===== src/rtl/seq_lock_detector.sv =====
// Sequence-lock detector: steps through a DEPTH-symbol pattern one symbol per clock,
// counts wrong symbols, and locks out input for LOCK_CYCLES clocks after MAX_FAIL misses.
module seq_lock_detector #(
    parameter int                       SYM_W       = 2,
    parameter int                       DEPTH       = 5,
    parameter logic [DEPTH*SYM_W-1:0]   PATTERN     = 10'h16B,
    parameter logic [SYM_W-1:0]         IDLE_SYM    = '0,
    parameter bit                       STICKY      = 1'b1,
    parameter int                       MAX_FAIL    = 3,
    parameter int                       LOCK_CYCLES = 8
) (
    input  logic                           clk,
    input  logic                           reset,
    input  logic [SYM_W-1:0]               sym,
    output logic                           led,
    output logic [$clog2(DEPTH+1)-1:0]     progress,
    output logic [$clog2(MAX_FAIL+1)-1:0]  fail_cnt,
    output logic                           locked_out
);
    localparam int PW = $clog2(DEPTH+1);
    localparam int FW = $clog2(MAX_FAIL+1);
    localparam int TW = $clog2(LOCK_CYCLES+1);

    typedef enum logic [1:0] {
        ARMED   = 2'd0,
        MATCHED = 2'd1,
        LOCKOUT = 2'd2
    } state_t;

    state_t           state_reg;
    logic [PW-1:0]    progress_reg;
    logic [FW-1:0]    fail_cnt_reg;
    logic [TW-1:0]    timer_reg;
    logic             led_reg;
    logic             locked_out_reg;

    if (DEPTH < 1)       begin : g_bad_depth $error("DEPTH must be >= 1"); end
    if (MAX_FAIL < 1)    begin : g_bad_fail  $error("MAX_FAIL must be >= 1"); end
    if (LOCK_CYCLES < 1) begin : g_bad_lock  $error("LOCK_CYCLES must be >= 1"); end

    // Table padded to a power of two so progress_reg indexes it without a width mismatch.
    logic [SYM_W-1:0] pattern_sym [2**PW];

    genvar gi;
    generate
        for (gi = 0; gi < 2**PW; gi++) begin : g_pat
            if (gi < DEPTH) begin : g_real
                assign pattern_sym[gi] = PATTERN[gi*SYM_W +: SYM_W];
                if (PATTERN[gi*SYM_W +: SYM_W] == IDLE_SYM) begin : g_bad_idle
                    $error("IDLE_SYM must not occur in PATTERN");
                end
            end else begin : g_pad
                assign pattern_sym[gi] = IDLE_SYM;
            end
        end
    endgenerate

    logic [SYM_W-1:0] expected_sym;
    logic [FW-1:0]    fail_inc;

    assign expected_sym = pattern_sym[progress_reg];
    assign fail_inc     = fail_cnt_reg + FW'(1);

    always_ff @(posedge clk) begin
        if (reset) begin
            state_reg      <= ARMED;
            progress_reg   <= '0;
            fail_cnt_reg   <= '0;
            timer_reg      <= '0;
            led_reg        <= 1'b0;
            locked_out_reg <= 1'b0;
        end else begin
            case (state_reg)
                ARMED: begin
                    if (sym == IDLE_SYM) begin
                        state_reg <= ARMED;
                    end else if (sym == expected_sym) begin
                        if (progress_reg == PW'(DEPTH-1)) begin
                            state_reg    <= MATCHED;
                            led_reg      <= 1'b1;
                            progress_reg <= PW'(DEPTH);
                        end else begin
                            progress_reg <= progress_reg + PW'(1);
                        end
                    end else begin
                        fail_cnt_reg <= fail_inc;
                        // Lockout takes precedence over restarting on a first-symbol hit.
                        if (fail_inc == FW'(MAX_FAIL)) begin
                            state_reg      <= LOCKOUT;
                            progress_reg   <= '0;
                            locked_out_reg <= 1'b1;
                            timer_reg      <= TW'(LOCK_CYCLES);
                        end else if (sym == pattern_sym[0]) begin
                            progress_reg <= PW'(1);
                        end else begin
                            progress_reg <= '0;
                        end
                    end
                end
                MATCHED: begin
                    if (!STICKY) begin
                        state_reg    <= ARMED;
                        led_reg      <= 1'b0;
                        progress_reg <= '0;
                        fail_cnt_reg <= '0;
                    end
                end
                LOCKOUT: begin
                    timer_reg <= timer_reg - TW'(1);
                    if (timer_reg == TW'(1)) begin
                        state_reg      <= ARMED;
                        locked_out_reg <= 1'b0;
                        fail_cnt_reg   <= '0;
                        progress_reg   <= '0;
                    end
                end
                default: begin
                    state_reg <= ARMED;
                end
            endcase
        end
    end

    assign led        = led_reg;
    assign progress   = progress_reg;
    assign fail_cnt   = fail_cnt_reg;
    assign locked_out = locked_out_reg;

endmodule


===== config.mk =====
export PLATFORM = sky130hd
export DESIGN_NAME = seq_lock_detector
export DESIGN_NICKNAME = d
export VERILOG_FILES = /design/src/rtl/seq_lock_detector.sv
export SDC_FILE = /design/constraint.sdc
export NUM_CORES = 1
export LEC_CHECK = 0
export ABC_AREA = 1
export CAP_MARGIN = 15
export CORE_AREA = 10 10 57 59
export CTS_BUF_LIST = sky130_fd_sc_hd__clkbuf_4 sky130_fd_sc_hd__clkbuf_8
export DETAILED_ROUTE_END_ITERATION = 10
export DIE_AREA = 0 0 67 69
export PLACE_DENSITY = 0.7
export SYNTH_ARGS = -nofsm -noshare
export SYNTH_HDL_FRONTEND = slang
export SYNTH_SLANG_ARGS = --single-unit

===== constraint.sdc =====
create_clock -name clk -period 3.7 [get_ports clk]
set_input_delay 0.37 -clock clk [delete_from_list [all_inputs] [get_ports clk]]
set_output_delay 0.37 -clock clk [all_outputs]
set_load 0.05 [all_outputs]

==> results.py, run 1 <==
metrics = {
    "outcome": {
        "status": "completed",
    },
    "worst_setup_path": {
        "cp_cell_sequence": "clkdlybuf4s50_1",
        "cp.arrival_ns": 1.61,
        "path_class": "reg2out",
        "cpLargestDelayFamily": "buffers and inverters",
        "crit_required_ns": 3.33,
        "worstPathMaxFanout": 8,
        "critPathBufInv": 1,
        "critical_path.startpoint_type": "flop",
        "max_stage_delay_ns": 0.86,
        "crit_slowest_cell": "clkdlybuf4s50_1",
        "crit_path_end_kind": "primary output",
    },
    "die": {
        "core_area_um2": 2150,
        "start_util_pct": 40.5,
        "die_x_um": 67,
        "die_y_um": 69,
        "num_rows": 17,
        "die-area_um2": 4620,
        "pin_count": 11,
    },
    "power_and_ir_drop": {
        "p_sw_w": 0.000195,
        "p_sw_share_pct": 40.5,
        "leakagePower_nw": 0.439,
        "power.internal_w": 0.000286,
        "p_comb_share_pct": 43.3,
        "power.density_nw_per_um2": 466,
        "seq_power_share_pct": 36.8,
        "worst_ir_drop_vdd_uv": 269,
        "clockPowerShare_pct": 19.9,
    },
    "clock_tree": {
        "ctsResizeCount": 0,
        "cts_tree": "yes",
        "root_buffer": "clkbuf_4",
        "cts_max_level": 1,
        "clockBufferDepth": 2,
        "clock_latency_ns": 0.28,
        "cts_setup_buffers": 0,
        "numCtsBuffers": 3,
        "cts_hold_buf": 0,
        "clock-sinks": 13,
        "cts.clk_slew.worst_paths_ns": 0.08,
    },
    "routing": {
        "routed_wl_um": 1670,
        "wl_per_cell_um": 10.2,
        "via_count": 769,
        "dr.pass1.iters": 6,
        "via_per_inst": 4.69,
        "drc": 0,
        "ant_nets": 0,
        "drtIter0Drc": 17,
    },
    "place": {
        "globalplace.congestion": 0.790,
        "hpwl_um": 1380,
        "portBuffers": 10,
    },
    "timing": {
        "min_period_over_period_pct": 53.5,
        "rsz0062_at_grt": "no",
        "maxSlewHeadroom_pct": 62.4,
        "skew_ns": 0.00603,
        "slew_viol_final": 0,
        "fmax_mhz": 505,
        "hold-worst-slack_ns": 0.448,
        "hold_viol_final": 0,
        "post-route-min-period_ns": 1.98,
        "tightest_slew_ns": 0.563,
        "setup-tns-final_ns": 0,
        "setup_viol": 0,
    },
    "final_layout": {
        "fin_nets": 147,
        "antenna_cells": 0,
        "area_delta_synth_final_pct": 18.5,
        "drive_above_1_share_pct": 24.3,
        "largest_reg_flops": 4,
    },
    "yosys": {
        "syn_area_um2": 871,
        "yosysWarnings": 0,
        "syn_area_per_cell_um2": 7.08,
        "yosysUniqueCellTypes": 18,
        "ys_seq_area_share_pct": 29.9,
        "synth-seq-cells": 13,
        "syn_nets": 133,
        "synthCells": 123,
    },
    "global_routing": {
        "grt_max_degree": 13,
        "grt_pass1_wl_um": 3050,
        "track_usage_pct": 8.20,
        "grt_pass1_vias": 751,
        "antenna_found_initial": 0,
        "grt-ovfl-total": 0,
    },
    "job": {
        "max_cap_viol_count": 0,
    },
    "min_path": {
        "hp-class": "reg2reg",
    },
}
[final timing paths]
kind	start	end	slack [ns]	cells after the start
worst min register to register	locked_out	locked_out	0.45	2
worst min-delay path	locked_out	locked_out	0.45	2
worst max-delay path	progress[2]	progress[2]	1.72	1
worst max register to register	progress[0]	timer_reg[2]	2.12	10
[worst register-to-register path: stages (launching register included)]
cell	delay [ns]
dfxtp_1	0.42
inv_1	0.08
ha_1	0.33
inv_1	0.05
nand2_1	0.06
nand3_1	0.07
nand2_2	0.11
nand3_2	0.11
nand2_2	0.12
nand2_1	0.08
a21oi_2	0.11
[layout make-up]
cell class / instances / area (µm²)
Fill cell: 221 / 1120
Multi-Input combinational cell: 84 / 513
Sequential cell: 13 / 260
Timing Repair Buffer: 10 / 100
Inverter: 25 / 93.8
Tap cell: 28 / 35.0
Clock buffer: 4 / 30.0
[power groups by stage]
stage	Clock [W]	Sequential, W	Combinational [W]
6_report	0.0000956	0.000177	0.000208
2_1_floorplan	0	0.000208	0.000136
5_1_grt	0.000107	0.000181	0.000236
3_3_place_gp	0	0.000179	0.000205
3_5_place_dp	0	0.000181	0.000211
4_1_cts	0.0000983	0.000177	0.000211
[layout by cell type (no fill, tap or decap)]
| cell | instances |
|---|---|
| inv_1 | 20 |
| nand2_1 | 23 |
| nor2_4 | 6 |
| a21oi_1 | 8 |
| nor2_1 | 7 |
| clkbuf_4 | 4 |
| inv_2 | 5 |
| ha_1 | 6 |
| clkdlybuf4s50_1 | 10 |
| a21oi_2 | 7 |
| nor2_2 | 2 |
| nand2_2 | 6 |
| nand4_1 | 1 |
| or2_2 | 2 |
| nand3b_1 | 1 |
| nand3_2 | 1 |
| dfxtp_1 | 13 |
| o21ai_0 | 2 |
| nand3_1 | 12 |
[cell usage after synthesis (all sizes together)]
cell type / n / area (µm²)
a21oi: 15 / 101
ha: 6 / 75.1
nand4: 1 / 6.26
or2: 2 / 12.5
o21ai: 2 / 10.0
nand2: 29 / 124
nor2: 15 / 106
clkbuf: 1 / 3.75
nand3b: 1 / 7.51
nand3: 13 / 70.1
dfxtp: 13 / 260
inv: 25 / 93.8
[per-layer routing]
layer | wire, µm | share of wire, % | global-route usage (%)
met2 | 745 | 45 | 12.2
met4 | 28 | 1.7 | 3.39
met5 | 0 | 0 | 0
met1 | 761 | 46 | 9.20
met3 | 135 | 8.1 | 4.67
[cell families (layout without fill, tap and decap cells)]
family / count (synthesis) / in the layout / synth area share [%]
adders and majority gates: 6 / 6 / 8.62
DFF: 13 / 13 / 29.9
buffers and inverters: 26 / 39 / 11.2
AOI/OAI and AO/OA: 17 / 17 / 12.8
and+or+nand+nor: 61 / 61 / 37.5
[stage by stage]
step / util (%) / total power [W] / setup WS (ns) / cells / cell area [µm²]
after floorplan: - / 0.000344 / 1.92 / 123 / 871
after global placement: 46.7 / 0.000384 / 2.02 / 160 / 1000
after detailed placement: 46.7 / 0.000391 / 1.98 / 160 / 1000
after CTS: 48.0 / 0.000487 / 1.71 / 164 / 1030
after global routing: 48.0 / 0.000523 / 1.64 / 164 / 1030
final: 48.0 / 0.000481 / 1.72 / 164 / 1030
Note: power is estimated with default switching activity, not from simulation.
==> run 2, diff against run 1 <==
==> constraint.sdc (replaced) <==
create_clock -name clk -period 1.9 [get_ports clk]
set_input_delay 0.19 -clock clk [delete_from_list [all_inputs] [get_ports clk]]
set_output_delay 0.19 -clock clk [all_outputs]
set_load 0.05 [all_outputs]
==> run 2 against run 1 <==
Effect of this change: critical path depth did not move; die area did not move; setup slack got worse by 1.6 ns; clock skew fell by 0.0047 ns; critical path type unchanged; largest cell class unchanged.
==> results.py, run 2 (same netlist as run 1, synthesis figures left out) <==
metrics = {
    "outcome": {
        "status": "completed",
    },
    "routing": {
        "ant_nets": 0,
        "via_per_inst": 4.82,
        "drc": 0,
        "routed_wl_um": 1710,
        "via_count": 796,
        "dr.pass1.iters": 4,
        "wl_per_cell_um": 10.4,
        "drtIter0Drc": 23,
    },
    "clock_tree": {
        "root_buffer": "clkbuf_4",
        "clock_latency_ns": 0.27,
        "clock-sinks": 13,
        "cts_hold_buf": 0,
        "cts.clk_slew.worst_paths_ns": 0.07,
        "clockBufferDepth": 2,
        "cts_setup_buffers": 0,
        "cts_tree": "yes",
        "ctsResizeCount": 0,
        "cts_max_level": 1,
        "numCtsBuffers": 3,
    },
    "die": {
        "pin_count": 11,
        "die-area_um2": 4620,
        "die_y_um": 69,
        "num_rows": 17,
        "die_x_um": 67,
        "start_util_pct": 40.5,
        "core_area_um2": 2150,
    },
    "final_layout": {
        "largest_reg_flops": 4,
        "layout.cells.most_common": "nand2_1",
        "fin_nets": 148,
        "utilization_pct": 48.4,
        "area_delta_synth_final_pct": 19.4,
        "antenna_cells": 0,
        "most-common-layout-cells": "nand2_1 (23), inv_1 (20), dfxtp_1 (13)",
        "instances_no_fill": 165,
        "drive_above_1_share_pct": 24.8,
    },
    "power_and_ir_drop": {
        "power.density_nw_per_um2": 905,
        "leakagePower_nw": 0.444,
        "worst_ir_drop_vdd_uv": 534,
    },
    "timing": {
        "post-route-min-period_ns": 1.78,
        "setup-tns-final_ns": 0,
        "rsz0062_at_grt": "no",
        "fmax_mhz": 561,
        "min_period_over_period_pct": 93.8,
        "setup_viol": 0,
        "slew_viol_final": 0,
        "tightest_slew_ns": 0.514,
        "hold_viol_final": 0,
        "skew_ns": 0.00134,
        "maxSlewHeadroom_pct": 65.6,
    },
    "worst_setup_path": {
        "max_stage_delay_ns": 0.86,
        "crit_path_end_kind": "primary output",
        "cpLargestDelayFamily": "buffers and inverters",
        "critPathBufInv": 1,
        "cp.arrival_ns": 1.59,
        "crit_required_ns": 1.71,
        "path_class": "reg2out",
        "worstPathMaxFanout": 8,
        "crit_slowest_cell": "clkdlybuf4s50_1",
        "cp_cell_sequence": "clkdlybuf4s50_1",
        "critical_path.startpoint_type": "flop",
    },
    "global_routing": {
        "grt_pass1_wl_um": 3050,
        "track_usage_pct": 8.20,
        "grt_max_degree": 9,
        "antenna_found_initial": 0,
        "grt-ovfl-total": 0,
        "grt_pass1_vias": 725,
    },
    "job": {
        "max_cap_viol_count": 0,
    },
    "place": {
        "placed_cells": 161,
        "hpwl_um": 1430,
        "portBuffers": 10,
        "globalplace.congestion": 0.846,
    },
    "min_path": {
        "hp-class": "reg2reg",
    },
}
run 2: cell type report:
cell class	instances	area [µm²]
flip-flops and latches	13	260
repair buffers	11	108
multi-input cells	84	513
clock buffers	4	30.0
fillers	218	1110
inverters	25	93.8
well taps	28	35.0
run 2: power breakdown:
part | total [W] | switching (W) | internal (W)
logic | 0.000415 | 0.000265 | 0.000150
registers | 0.000345 | 0.0000317 | 0.000313
clock network | 0.000180 | 0.0000847 | 0.0000957
run 2: path summary, 6_finish.rpt:
kind | slack (ns) | end | depth (start not counted) | start
worst max register to register | 0.34 | timer_reg[2] | 10 | progress[0]
worst min-delay path | 0.45 | locked_out | 2 | locked_out
worst min register to register | 0.45 | locked_out | 2 | locked_out
worst max-delay path | 0.12 | progress[2] | 1 | progress[2]
run 2: per-layer routing:
| layer | track usage [%] | share of wire, % |
|---|---|---|
| met1 | 8.74 | 42 |
| met2 | 12.2 | 47 |
| met3 | 5.15 | 8.9 |
| met4 | 3.85 | 1.5 |
| met5 | 0 | 0 |
run 2: metrics by stage:
step                      hold WS (ns)  worst slack (ns)  power (W)  cell area (µm²)
after global routing             0.479            0.0318    0.00102             1040
after global placement           0.432             0.369   0.000755             1010
after floorplan                  0.252             0.119   0.000670              871
after detailed placement         0.440             0.325   0.000769             1010
after CTS                        0.451            0.0896   0.000953             1040
final                            0.446             0.117   0.000941             1040
==> run 3, diff against run 2 <==
==> constraint.sdc (replaced) <==
create_clock -name clk -period 1.9 [get_ports clk]
set_input_delay 0.19 -clock clk [delete_from_list [all_inputs] [get_ports clk]]
set_output_delay 0.19 -clock clk [all_outputs]
set_load 0.02 [all_outputs]
==> run 3 against run 2 <==
Effect of this change: sequential power about the same; critical path depth unchanged; flip-flop and latch count unchanged; sequential share of layout area unchanged; utilization unchanged; total power down 4.6%; via count down 4.3%; final cell count unchanged; die area unchanged; largest power group unchanged; highest routed layer unchanged.
==> results.py, run 3 (same netlist as run 1, synthesis figures left out) <==
metrics = {
    "worst_setup_path": {
        "critical_path.startpoint_type": "flop",
        "cpLargestDelayFamily": "buffers and inverters",
        "max_stage_delay_ns": 0.66,
        "path_class": "reg2out",
        "worstPathMaxFanout": 8,
        "crit_path_end_kind": "primary output",
        "crit_slowest_cell": "clkdlybuf4s50_1",
        "critPathBufInv": 1,
        "cp_cell_sequence": "clkdlybuf4s50_1",
        "crit_required_ns": 1.71,
        "cp.arrival_ns": 1.41,
    },
    "die": {
        "num_rows": 17,
        "core_area_um2": 2150,
        "die_y_um": 69,
        "die_x_um": 67,
        "die-area_um2": 4620,
        "start_util_pct": 40.5,
        "pin_count": 11,
    },
    "routing": {
        "dr.pass1.iters": 4,
        "drtIter0Drc": 42,
        "ant_nets": 0,
        "routed_wl_um": 1680,
        "via_per_inst": 4.62,
        "wl_per_cell_um": 10.2,
        "via_count": 762,
        "drc": 0,
    },
    "power_and_ir_drop": {
        "clockPowerShare_pct": 20.4,
        "p_comb_share_pct": 41.3,
        "power.density_nw_per_um2": 863,
        "worst_ir_drop_vdd_uv": 422,
        "seq_power_share_pct": 38.4,
        "p_sw_w": 0.000339,
        "leakagePower_nw": 0.444,
        "p_sw_share_pct": 37.8,
        "power.internal_w": 0.000558,
    },
    "final_layout": {
        "utilization_pct": 48.4,
        "largest_reg_flops": 4,
        "fillCellCount": 217,
        "area_delta_synth_final_pct": 19.4,
        "multi_input_area_um2": 513,
        "seq_area_um2": 260,
        "layout.cells.most_common": "nand2_1",
        "most-common-layout-cells": "nand2_1 (23), inv_1 (20), dfxtp_1 (13)",
        "fin_nets": 148,
        "antenna_cells": 0,
        "drive_above_1_share_pct": 24.8,
    },
    "place": {
        "hpwl_um": 1380,
        "globalplace.congestion": 0.836,
        "portBuffers": 10,
    },
    "clock_tree": {
        "cts_hold_buf": 0,
        "ctsResizeCount": 0,
        "clockBufferDepth": 2,
        "numCtsBuffers": 3,
        "clock_latency_ns": 0.27,
        "cts_setup_buffers": 0,
        "cts_max_level": 1,
        "cts_tree": "yes",
        "cts.clk_slew.worst_paths_ns": 0.07,
        "clock-sinks": 13,
        "root_buffer": "clkbuf_4",
    },
    "timing": {
        "min_period_over_period_pct": 84.0,
        "setup_viol": 0,
        "slew_viol_final": 0,
        "fmax_mhz": 626,
        "post-route-min-period_ns": 1.60,
        "hold_viol_final": 0,
        "tightest_slew_ns": 0.287,
        "rsz0062_at_grt": "no",
        "skew_ns": 0.00123,
        "maxSlewHeadroom_pct": 80.8,
        "setup-tns-final_ns": 0,
    },
    "global_routing": {
        "grt-ovfl-total": 0,
        "grt_pass1_wl_um": 3100,
        "grt_max_degree": 9,
        "grt_pass1_vias": 735,
        "track_usage_pct": 8.26,
        "antenna_found_initial": 0,
    },
    "min_path": {
        "hp-class": "reg2reg",
    },
    "job": {
        "max_cap_viol_count": 0,
    },
    "outcome": {
        "status": "completed",
    },
}
==> run 3: layout make-up <==
cell class | instances | area share, %
clock buffer | 4 | 2.89
inverter | 25 | 9.03
multi-input combinational | 84 | 49.3
sequential | 13 | 25.0
tap | 28 | 3.37
timing repair buffer | 11 | 10.3
==> run 3: worst paths after layout <==
check / start / to / slack [ns] / cells past startpoint
max: progress[2] / progress[2] / 0.30 / 1
min: locked_out / locked_out / 0.45 / 2
max reg2reg: progress[0] / state_reg[0] / 0.36 / 10
min reg2reg: locked_out / locked_out / 0.45 / 2
==> run 3: worst min-delay path, stage by stage, from the launching register on <==
cell,delay (ns)
dfxtp_1,0.31
inv_1,0.05
a21oi_1,0.05
==> run 3: metrics by stage <==
step | worst slack (ns) | hold WS (ns) | instance area, µm² | cells | total power (W)
6_report | 0.303 | 0.446 | 1040 | 165 | 0.000898
5_1_grt | 0.135 | 0.471 | 1040 | 165 | 0.000985
4_1_cts | 0.286 | 0.451 | 1040 | 165 | 0.000912
3_5_place_dp | 0.362 | 0.439 | 1010 | 161 | 0.000725
3_3_place_gp | 0.381 | 0.435 | 1010 | 161 | 0.000716
2_1_floorplan | 0.359 | 0.252 | 871 | 123 | 0.000632
==> run 3: power by group through the flow <==
stage	clock (W)	sequential, W	combinational [W]
2_1_floorplan	0	0.000366	0.000265
3_3_place_gp	0	0.000350	0.000367
3_5_place_dp	0	0.000351	0.000374
4_1_cts	0.000192	0.000345	0.000375
5_1_grt	0.000205	0.000351	0.000429
6_report	0.000183	0.000344	0.000370
==> run 3: layer usage <==
layer	up-vias	share of wire, %	global-route usage, %
li1	413	-	-
met1	330	43	9.40
met2	14	46	11.9
met3	5	9.2	5.15
met4	0	1.5	3.39
met5	-	0	0
